### config.mk
export PLATFORM = sky130hd
export DESIGN_NAME = uart_prog_loader
export DESIGN_NICKNAME = d
export VERILOG_FILES = /design/src/rtl/uart_prog_loader_pkg.sv /design/src/rtl/uart_prog_loader_rx_core.sv /design/src/rtl/uart_prog_loader.sv
export SDC_FILE = /design/constraint.sdc
export NUM_CORES = 1
export LEC_CHECK = 0
export CORE_MARGIN = 10
export CORE_UTILIZATION = 30
export CTS_CLUSTER_DIAMETER = 40
export DETAILED_ROUTE_END_ITERATION = 10
export PLACE_DENSITY_LB_ADDON = 0.15
export SYNTH_ARGS = -nofsm -noshare
export SYNTH_HDL_FRONTEND = slang
export SYNTH_HIERARCHICAL = 1
export SYNTH_SLANG_ARGS = --single-unit
### constraint.sdc
create_clock -name wb_clk_i -period 2.5 [get_ports wb_clk_i]
set_clock_uncertainty 0.1 [all_clocks]
set_input_delay 0.5 -clock wb_clk_i [delete_from_list [all_inputs] [get_ports wb_clk_i]]
set_output_delay 0.5 -clock wb_clk_i [all_outputs]
set_load 0.01 [all_outputs]
### src/rtl/uart_prog_loader_pkg.sv
// Shared definitions for the UART program loader: RX FSM states and defaults.
package uart_prog_loader_pkg;

  // 40 MHz system clock divided down to 115200 baud.
  localparam int unsigned CLKS_PER_BIT_DEF = 347;

  // Word that terminates a program image; it is never stored.
  localparam logic [31:0] END_WORD_DEF = 32'h0000_0FFF;

  // Receiver states; BREAK absorbs a low line after a bad stop bit.
  typedef enum logic [2:0] {
    RX_IDLE  = 3'd0,
    RX_START = 3'd1,
    RX_DATA  = 3'd2,
    RX_STOP  = 3'd3,
    RX_BREAK = 3'd4
  } rx_state_e;

endpackage

### src/rtl/uart_prog_loader_rx_core.sv
// 8N1 UART receiver: two-flop synchronizer, mid-bit sampling FSM,
// one-cycle byte strobe and a sticky framing-error flag.
module uart_rx_core
  import uart_prog_loader_pkg::*;
#(
  parameter int unsigned CLKS_PER_BIT = CLKS_PER_BIT_DEF
) (
  input  logic       clk,
  input  logic       rst,
  input  logic       rx_i,
  output logic       byte_vld,
  output logic [7:0] rx_byte,
  output logic       frame_err
);

  localparam int unsigned CNT_W = (CLKS_PER_BIT > 1) ? $clog2(CLKS_PER_BIT) : 1;
  localparam logic [CNT_W-1:0] CNT_FULL = CNT_W'(CLKS_PER_BIT - 1);
  localparam logic [CNT_W-1:0] CNT_HALF = CNT_W'(CLKS_PER_BIT / 2 - 1);

  logic             sync1_r, sync2_r;
  logic             rx_s;
  rx_state_e        state_r, state_s;
  logic [CNT_W-1:0] cnt_r, cnt_s;
  logic [2:0]       bit_idx_r, bit_idx_s;
  logic [7:0]       shreg_r, shreg_s;
  logic             byte_vld_r, byte_vld_s;
  logic             frame_err_r, frame_err_s;

  assign rx_s      = sync2_r;
  assign byte_vld  = byte_vld_r;
  assign rx_byte   = shreg_r;
  assign frame_err = frame_err_r;

  // Bring the asynchronous pad into the clock domain; idle level is high.
  always_ff @(posedge clk) begin
    if (rst) begin
      sync1_r <= 1'b1;
      sync2_r <= 1'b1;
    end else begin
      sync1_r <= rx_i;
      sync2_r <= sync1_r;
    end
  end

  // Receiver state and datapath registers.
  always_ff @(posedge clk) begin
    if (rst) begin
      state_r     <= RX_IDLE;
      cnt_r       <= '0;
      bit_idx_r   <= 3'd0;
      shreg_r     <= 8'd0;
      byte_vld_r  <= 1'b0;
      frame_err_r <= 1'b0;
    end else begin
      state_r     <= state_s;
      cnt_r       <= cnt_s;
      bit_idx_r   <= bit_idx_s;
      shreg_r     <= shreg_s;
      byte_vld_r  <= byte_vld_s;
      frame_err_r <= frame_err_s;
    end
  end

  // Next-state logic: centre on the start bit, then sample once per bit.
  always_comb begin
    state_s     = state_r;
    cnt_s       = cnt_r;
    bit_idx_s   = bit_idx_r;
    shreg_s     = shreg_r;
    byte_vld_s  = 1'b0;
    frame_err_s = frame_err_r;
    case (state_r)
      RX_IDLE: begin
        if (!rx_s) begin
          cnt_s   = '0;
          state_s = RX_START;
        end else begin
          cnt_s = cnt_r;
        end
      end
      RX_START: begin
        if (cnt_r == CNT_HALF) begin
          cnt_s = '0;
          if (rx_s) begin
            state_s = RX_IDLE;
          end else begin
            bit_idx_s = 3'd0;
            state_s   = RX_DATA;
          end
        end else begin
          cnt_s = cnt_r + CNT_W'(1);
        end
      end
      RX_DATA: begin
        if (cnt_r == CNT_FULL) begin
          cnt_s              = '0;
          shreg_s[bit_idx_r] = rx_s;
          if (bit_idx_r == 3'd7) begin
            state_s = RX_STOP;
          end else begin
            bit_idx_s = bit_idx_r + 3'd1;
          end
        end else begin
          cnt_s = cnt_r + CNT_W'(1);
        end
      end
      RX_STOP: begin
        if (cnt_r == CNT_FULL) begin
          cnt_s = '0;
          if (rx_s) begin
            byte_vld_s = 1'b1;
            state_s    = RX_IDLE;
          end else begin
            frame_err_s = 1'b1;
            state_s     = RX_BREAK;
          end
        end else begin
          cnt_s = cnt_r + CNT_W'(1);
        end
      end
      RX_BREAK: begin
        if (rx_s) begin
          state_s = RX_IDLE;
        end else begin
          state_s = RX_BREAK;
        end
      end
      default: begin
        state_s = RX_IDLE;
        cnt_s   = '0;
      end
    endcase
  end

endmodule

### src/rtl/uart_prog_loader.sv
// Serial program loader: packs received UART bytes little-endian into
// 32-bit words, writes them to imem and releases the core on END_WORD.
module uart_prog_loader
  import uart_prog_loader_pkg::*;
#(
  parameter int unsigned CLKS_PER_BIT = CLKS_PER_BIT_DEF,
  parameter int unsigned ADDR_W       = 14,
  parameter logic [31:0] END_WORD     = END_WORD_DEF
) (
  input  logic              wb_clk_i,
  input  logic              wb_rst_i,
  input  logic              rx_i,
  output logic              imem_we_o,
  output logic [ADDR_W-1:0] imem_addr_o,
  output logic [31:0]       imem_wdata_o,
  output logic              prog_done_o,
  output logic              core_rst_o,
  output logic              frame_err_o
);

  logic              byte_vld_s;
  logic [7:0]        rx_byte_s;
  logic              frame_err_s;

  logic [1:0]        byte_idx_r;
  logic [23:0]       word_r;
  logic [ADDR_W-1:0] ptr_r;
  logic              we_r;
  logic [31:0]       wdata_r;
  logic              done_r;
  logic              core_rst_r;

  logic [31:0]       word_full_s;
  logic              word_cplt_s;
  logic              is_end_s;

  uart_rx_core #(
    .CLKS_PER_BIT(CLKS_PER_BIT)
  ) u_rx (
    .clk      (wb_clk_i),
    .rst      (wb_rst_i),
    .rx_i     (rx_i),
    .byte_vld (byte_vld_s),
    .rx_byte  (rx_byte_s),
    .frame_err(frame_err_s)
  );

  assign imem_we_o    = we_r;
  assign imem_addr_o  = ptr_r;
  assign imem_wdata_o = wdata_r;
  assign prog_done_o  = done_r;
  assign core_rst_o   = core_rst_r;
  assign frame_err_o  = frame_err_s;

  // The incoming byte is the top byte of the word when three are held.
  always_comb begin
    word_full_s = {rx_byte_s, word_r};
    word_cplt_s = 1'b0;
    is_end_s    = 1'b0;
    if (byte_vld_s && !done_r && (byte_idx_r == 2'd3)) begin
      word_cplt_s = 1'b1;
      is_end_s    = (word_full_s == END_WORD);
    end else begin
      word_cplt_s = 1'b0;
      is_end_s    = 1'b0;
    end
  end

  // Word assembly, write strobe, address pointer and done/core-reset.
  always_ff @(posedge wb_clk_i) begin
    if (wb_rst_i) begin
      byte_idx_r <= 2'd0;
      word_r     <= 24'd0;
      ptr_r      <= '0;
      we_r       <= 1'b0;
      wdata_r    <= 32'd0;
      done_r     <= 1'b0;
      core_rst_r <= 1'b1;
    end else begin
      we_r <= 1'b0;
      if (byte_vld_s && !done_r) begin
        byte_idx_r <= byte_idx_r + 2'd1;
        if (byte_idx_r != 2'd3) begin
          word_r[8*byte_idx_r +: 8] <= rx_byte_s;
        end
      end
      if (word_cplt_s) begin
        if (is_end_s) begin
          done_r     <= 1'b1;
          core_rst_r <= 1'b0;
        end else begin
          we_r    <= 1'b1;
          wdata_r <= word_full_s;
        end
      end
      // Advance only after the strobe so the write sees the old pointer.
      if (we_r) begin
        ptr_r <= ptr_r + ADDR_W'(1);
      end
    end
  end

endmodule

==> results of run 1 <==
-- registers in the layout (all words and copies together) (netlist names), 2 cells and up --
signal and cells:
u_rx/bit_idx_r 3, imem_wdata_o 32, u_rx/rx_byte 8, u_rx/cnt_r 9, byte_idx_r 2, imem_addr_o 14
u_rx/state_r 3, word_r 24
-- critical path, cell delays in order (launching register included) --
cell      delay, ps
dfxtp_1         320
inv_1           110
ha_1            210
nand4b_4        160
o21a_1          350
nor3_2          300
mux2_2          360
-- logic make-up after synthesis --
logic type,synth area share [%]
AOI/OAI and AO/OA,8.806
xor gates and xnor gates,2.201
adders and majority gates,2.883
buffers and inverters,4.009
DFF,42.77
muxes,9.041
and+or+nand+nor,30.29
-- where the power goes --
part,internal (mW),switching (mW)
clock,0.831,0.620
combinational,0.0744,0.121
sequential,1.64,0.0219
-- worst paths after layout --
| check | startpoint | endpoint | slack (ps) | depth (start not counted) |
|---|---|---|---|---|
| worst min-delay path | u_rx/sync1_r | u_rx/rx_s | 310 | 1 |
| worst max-delay path | u_rx/cnt_r[0] | u_rx/state_r[0] | 490 | 6 |
| worst min register to register | u_rx/sync1_r | u_rx/rx_s | 310 | 1 |
| worst max register to register | u_rx/cnt_r[0] | u_rx/state_r[0] | 490 | 6 |
-- metrics by stage --
| step | utilization [%] | cells | hold WS [ps] |
|---|---|---|---|
| CTS | 37.09 | 777 | 317.4 |
| floorplan | - | 509 | 289.5 |
| global route | 37.09 | 777 | 339.9 |
| detailed placement | 35.13 | 761 | 299.2 |
| finish | 37.09 | 777 | 311.4 |
| global placement | 35.13 | 761 | 296.8 |
-- per-layer routing --
| layer | routed length (um) | vias up |
|---|---|---|
| met3 | 410 | 12 |
| li1 | - | 1855 |
| met2 | 5331 | 46 |
| met1 | 4989 | 1647 |
| met4 | 185 | 0 |
| met5 | 0 | - |
-- final cells by class --
type,count,area share [%]
multi-input combinational,369,43.60
sequential,102,35.04
timing repair buffer,66,10.91
tap,216,4.637
clock buffer,11,4.337
clock inverter,5,0.9661
inverter,8,0.5152
-- cell usage in the layout (no fill, tap or decap), types with 2 or more instances in the layout --
cell,netlist,layout
nand3b_1,4,4
xor2_1,9,9
and2_1,3,3
nand3_1,17,17
and4_1,5,5
nor3_1,6,6
buf_4,1,14
dfxtp_1,102,102
a22oi_1,15,15
inv_1,8,8
nor4_1,7,7
clkbuf_16,0,9
nand4bb_1,3,3
nand4b_4,2,2
o21ai_0,4,4
o32ai_1,2,2
nor2_1,44,44
ha_1,11,11
clkbuf_8,0,2
xnor2_1,3,3
o31a_1,2,2
nand2_1,46,46
clkdlybuf4s50_1,0,51
or3_1,2,2
o21a_1,4,4
nor2b_1,9,9
or2b_1,5,5
nor4_4,5,5
o22ai_1,7,7
or2_2,3,3
a21oi_1,20,20
nand2b_1,62,62
mux2i_1,42,42
nand4_1,6,6
clkinv_2,0,2
==> metrics, run 1 <==
Final WS setup=between 400 and 500 ps; initial core utilization=30.39%; Die X=146.2 um; number of port buffers=52; initial antenna violation count=0; Leakage Power=slightly above 2 nW; RSZ-0062 raised after global routing=false; Residual DRC=0; final instance area=approximately 5800 um^2; Max Cap Violations=0; final worst path period share=between 80% and 90%; Max Fclk=between 400 and 500 MHz; syn_nets=between 500 and 600; Max IR drop VDD=slightly below 0.0003 V; status=finished clean; CP endpoint kind=flip-flop; cts hold-fix bufs=0; Global Route Usage Sum=between 10 and 15%; crit path kind=reg2reg; post_cts resized=0; total area of sequential cells=between 2000 and 2500 um^2; pre-CTS WS=about 510 ps; number of synthesized flops with an enable pin=0; overall power=3.309 mW; GRT overflow=0; core area=around 16000 um^2; CP Data Required Time=between 2000 and 3000 ps; Clock Latency Late Sink=around 350 ps; final number of hold-violating endpoints=0; Ys Warns=6; DR iter-0 viols=136; gr busiest metal=met2; Post-Place Cell Area=around 5500 um^2; Sink Count=between 100 and 150; vias in the first global route=3383; ys flop type=dfxtp_1; pwr dens=~570 nW/um^2; # IOs=53; Synth top area share=42.77%; Setup TNS=0 ps; worst min-delay path class=reg2reg; final setup vio count=0; cells after synthesis=~500; Tmin final=just over 2000 ps; gpl congestion=slightly above 0.8; Clk pin slew, worst setup/hold paths=approximately 70 ps; vias per inst=~4.6; routed wire length=10920 um; asr flop ratio synth=0%; startpoint types=flip-flop; Die Span Y=146.2 um; Avg Cell Area, Syn=about 9.4 um^2; Yosys cell types=56; Slew headroom=66.27%; worst slew pin tran=just under 500 ps; largest net degree at the start of global routing=roughly 130; pins over their slew limit=0; GRT met3 Usage=2.874%; top cells by area, synth=dfxtp_1 43%, mux2i_1 8.8%, nand2b_1 8.1%, nand2_1 3.6%, nor2_1 3.5%; CTS max path bufs=2; DIE AREA=roughly 21000 um^2; Seq cells post-synth=102; Antenna Cells=0; setup bufs post-CTS=0; share of layout cells above drive strength 1=under 10%; area taken by multi-input logic gates=approximately 2500 um^2; Max Fanout on Critical Path=10; FILL cells=1599; most numerous cell in the Yosys netlist=dfxtp_1; CTS Buf Count=9; met1 Use GR=a little under an eighth; H-tree Lvls=3; M2 GR Usage=17.27%; most frequent cells after synthesis=102 x dfxtp_1, 62 x nand2b_1, 46 x nand2_1, 44 x nor2_1, 42 x mux2i_1; CTS tree=yes; synthesized area=roughly 4800 um^2; row cnt=46; clock root buffer=clkbuf_16; Yosys top cell by area=dfxtp_1; DP HPWL=7638 um; Pre-antenna DRT Iters=4; via count=3560; WL/cell=approximately 14 um; synth-to-layout area growth=22.07%; post-route ant nets=0; first-pass GRT wire length=about 18000 um; Critical Path AT=approximately 2200 ps; Nets=570; register area share after synthesis=42.77%
Note: power is estimated with default switching activity, not from simulation.
==> inputs of run 2 (changes only) <==
==> constraint.sdc (replaced) <==
create_clock -name wb_clk_i -period 1.8 [get_ports wb_clk_i]
set_clock_uncertainty 0.1 [all_clocks]
set_input_delay 0.36 -clock wb_clk_i [delete_from_list [all_inputs] [get_ports wb_clk_i]]
set_output_delay 0.36 -clock wb_clk_i [all_outputs]
set_load 0.01 [all_outputs]
==> metrics, run 2 (same netlist as run 1, synthesis figures left out) <==
DP HPWL=8263 um (was 7638 um); Die X=146.2 um (unchanged); worst path buffer plus inverter count=1 (unchanged); pins over their slew limit=0 (unchanged); crit path kind=reg2out (was reg2reg); FILL cells=1571 (was 1599); pre-CTS WS=31.21 ps (was 509.6 ps); post-route ant nets=0 (unchanged); WL/cell=14.46 um (was 14.05 um); area taken by multi-input logic gates=2591 um^2 (was 2541 um^2); Setup TNS=0 ps (unchanged); DIE AREA=21360 um^2 (unchanged); row cnt=46 (unchanged); gpl congestion=0.7840 (was 0.8190); GRT overflow=0 (unchanged); Critical Path AT=1290 ps (was 2150 ps); CTS max path bufs=2 (unchanged); total area of sequential cells=2052 um^2 (was 2042 um^2); number of port buffers=52 (unchanged); worst min-delay path class=in2reg (was reg2reg); largest net degree at the start of global routing=43 (was 128); startpoint types=flip-flop (unchanged); DR iter-0 viols=134 (was 136); clock root buffer=clkbuf_16 (unchanged); vias per inst=4.581 (was 4.582); CTS tree=yes (unchanged); CP peak stage delay=560 ps (was 360 ps); Max IR drop VDD=0.0004217 V (was 0.0002940 V); worst slew pin tran=407.3 ps (was 493.2 ps); final setup vio count=0 (unchanged); commonest non-fill, non-tap cell in the layout=dfxtp_1 (unchanged); Final WS setup=51.79 ps (was 485.0 ps); CTS Buf Count=9 (unchanged); initial core utilization=30.39% (unchanged); Clk pin slew, worst setup/hold paths=70 ps (about the same); Sink Count=102 (unchanged); slowest CP cell=clkdlybuf4s50_1 (was mux2_2); routed wire length=11750 um (was 10920 um); placed insts=794 (was 761); share of layout cells above drive strength 1=16.08% (was 8.378%); Clock Latency Late Sink=350 ps (about the same); Slew headroom=72.79% (was 66.27%); cell family with most CP delay=buffers and inverters (was simple AND/OR/NAND/NOR gates); core area=15710 um^2 (unchanged); crit path cell chain=clkdlybuf4s50_1 (was inv_1 -> ha_1 -> nand4b_4 -> o21a_1 -> nor3_2 -> mux2_2); Max Fclk=572.0 MHz; final worst path period share=between 90% and 100%; Global Route Usage Sum=10.98% (was 10.16%); H-tree Lvls=3 (unchanged); first-pass GRT wire length=19260 um (was 17870 um); Residual DRC=0 (unchanged); max reg flops=32 (unchanged); Nets=606 (was 570); most frequent cells in the layout=96 x dfxtp_1, 62 x nand2b_1, 46 x nand2_1, 46 x buf_4, 44 x nor2_1 (was 102 x dfxtp_1, 62 x nand2b_1, 51 x clkdlybuf4s50_1); Leakage Power=2.345 nW (was 2.022 nW); CP endpoint kind=output port (was flip-flop); Tmin final=1748 ps; Max Cap Violations=0 (unchanged); synth-to-layout area growth=29.09% (was 22.07%); Die Span Y=146.2 um (unchanged); Pre-antenna DRT Iters=6 (was 4); vias in the first global route=3767 (was 3383); # IOs=53 (unchanged); via count=3724 (was 3560); overall power=4.535 mW (was 3.309 mW); final number of hold-violating endpoints=0 (unchanged); initial antenna violation count=0 (unchanged); Antenna Cells=0 (unchanged); Max Fanout on Critical Path=3 (was 10); CP Data Required Time=1340 ps (was 2640 ps); status=finished clean (unchanged); Layout Cells excl Fill=813 (was 777); pwr dens=735.8 nW/um^2 (was 567.8 nW/um^2)
[run 2: where the power goes]
| part | switching [mW] | leakage, nW | internal, mW |
|---|---|---|---|
| sequential | 0.0267 | 0.825 | 2.28 |
| combinational | 0.203 | 1.38 | 0.167 |
| clock | 0.882 | 0.135 | 0.977 |
[run 2: final timing paths]
check | start | to | slack [ps] | cells after the start
max | imem_addr_o[12] | imem_addr_o[12] | 50 | 1
min | wb_rst_i | u_rx/cnt_r[2] | 210 | 2
max reg2reg | u_rx/bit_idx_r[0] | u_rx/state_r[0] | 60 | 5
min reg2reg | u_rx/sync1_r | u_rx/rx_s | 310 | 1
[run 2: area by class of cell]
class,instances,share of cell area (%)
clock inverter,5,0.5684
multi-input combinational,369,42.04
sequential,102,33.29
inverter,8,0.5684
tap,216,4.385
clock buffer,11,3.938
timing repair buffer,102,15.21
[run 2: metal layers]
| layer | GRT usage (%) | vias to the layer above | wire length (um) |
|---|---|---|---|
| met5 | 0 | - | 0 |
| met4 | 4.855 | 0 | 229 |
| met3 | 2.967 | 12 | 408 |
| met2 | 17.93 | 54 | 5526 |
| met1 | 13.25 | 1731 | 5587 |
| li1 | - | 1927 | - |
[run 2: stage by stage]
| step | cell area [um^2] | hold slack (ps) | utilization [%] |
|---|---|---|---|
| CTS | 6071 | 202.8 | 38.64 |
| global route | 6163 | 216.2 | 39.23 |
| global placement | 5799 | 291.8 | 36.91 |
| finish | 6163 | 206.5 | 39.23 |
| detailed placement | 5799 | 295.1 | 36.91 |
| floorplan | 4795 | 289.5 | - |
[run 2: what timing repair did]
action,CTS,global route
resized for setup,7,23
hold buffers,0,0
setup endpoints to repair,7,29
pin swaps,0,5
setup buffers,0,3
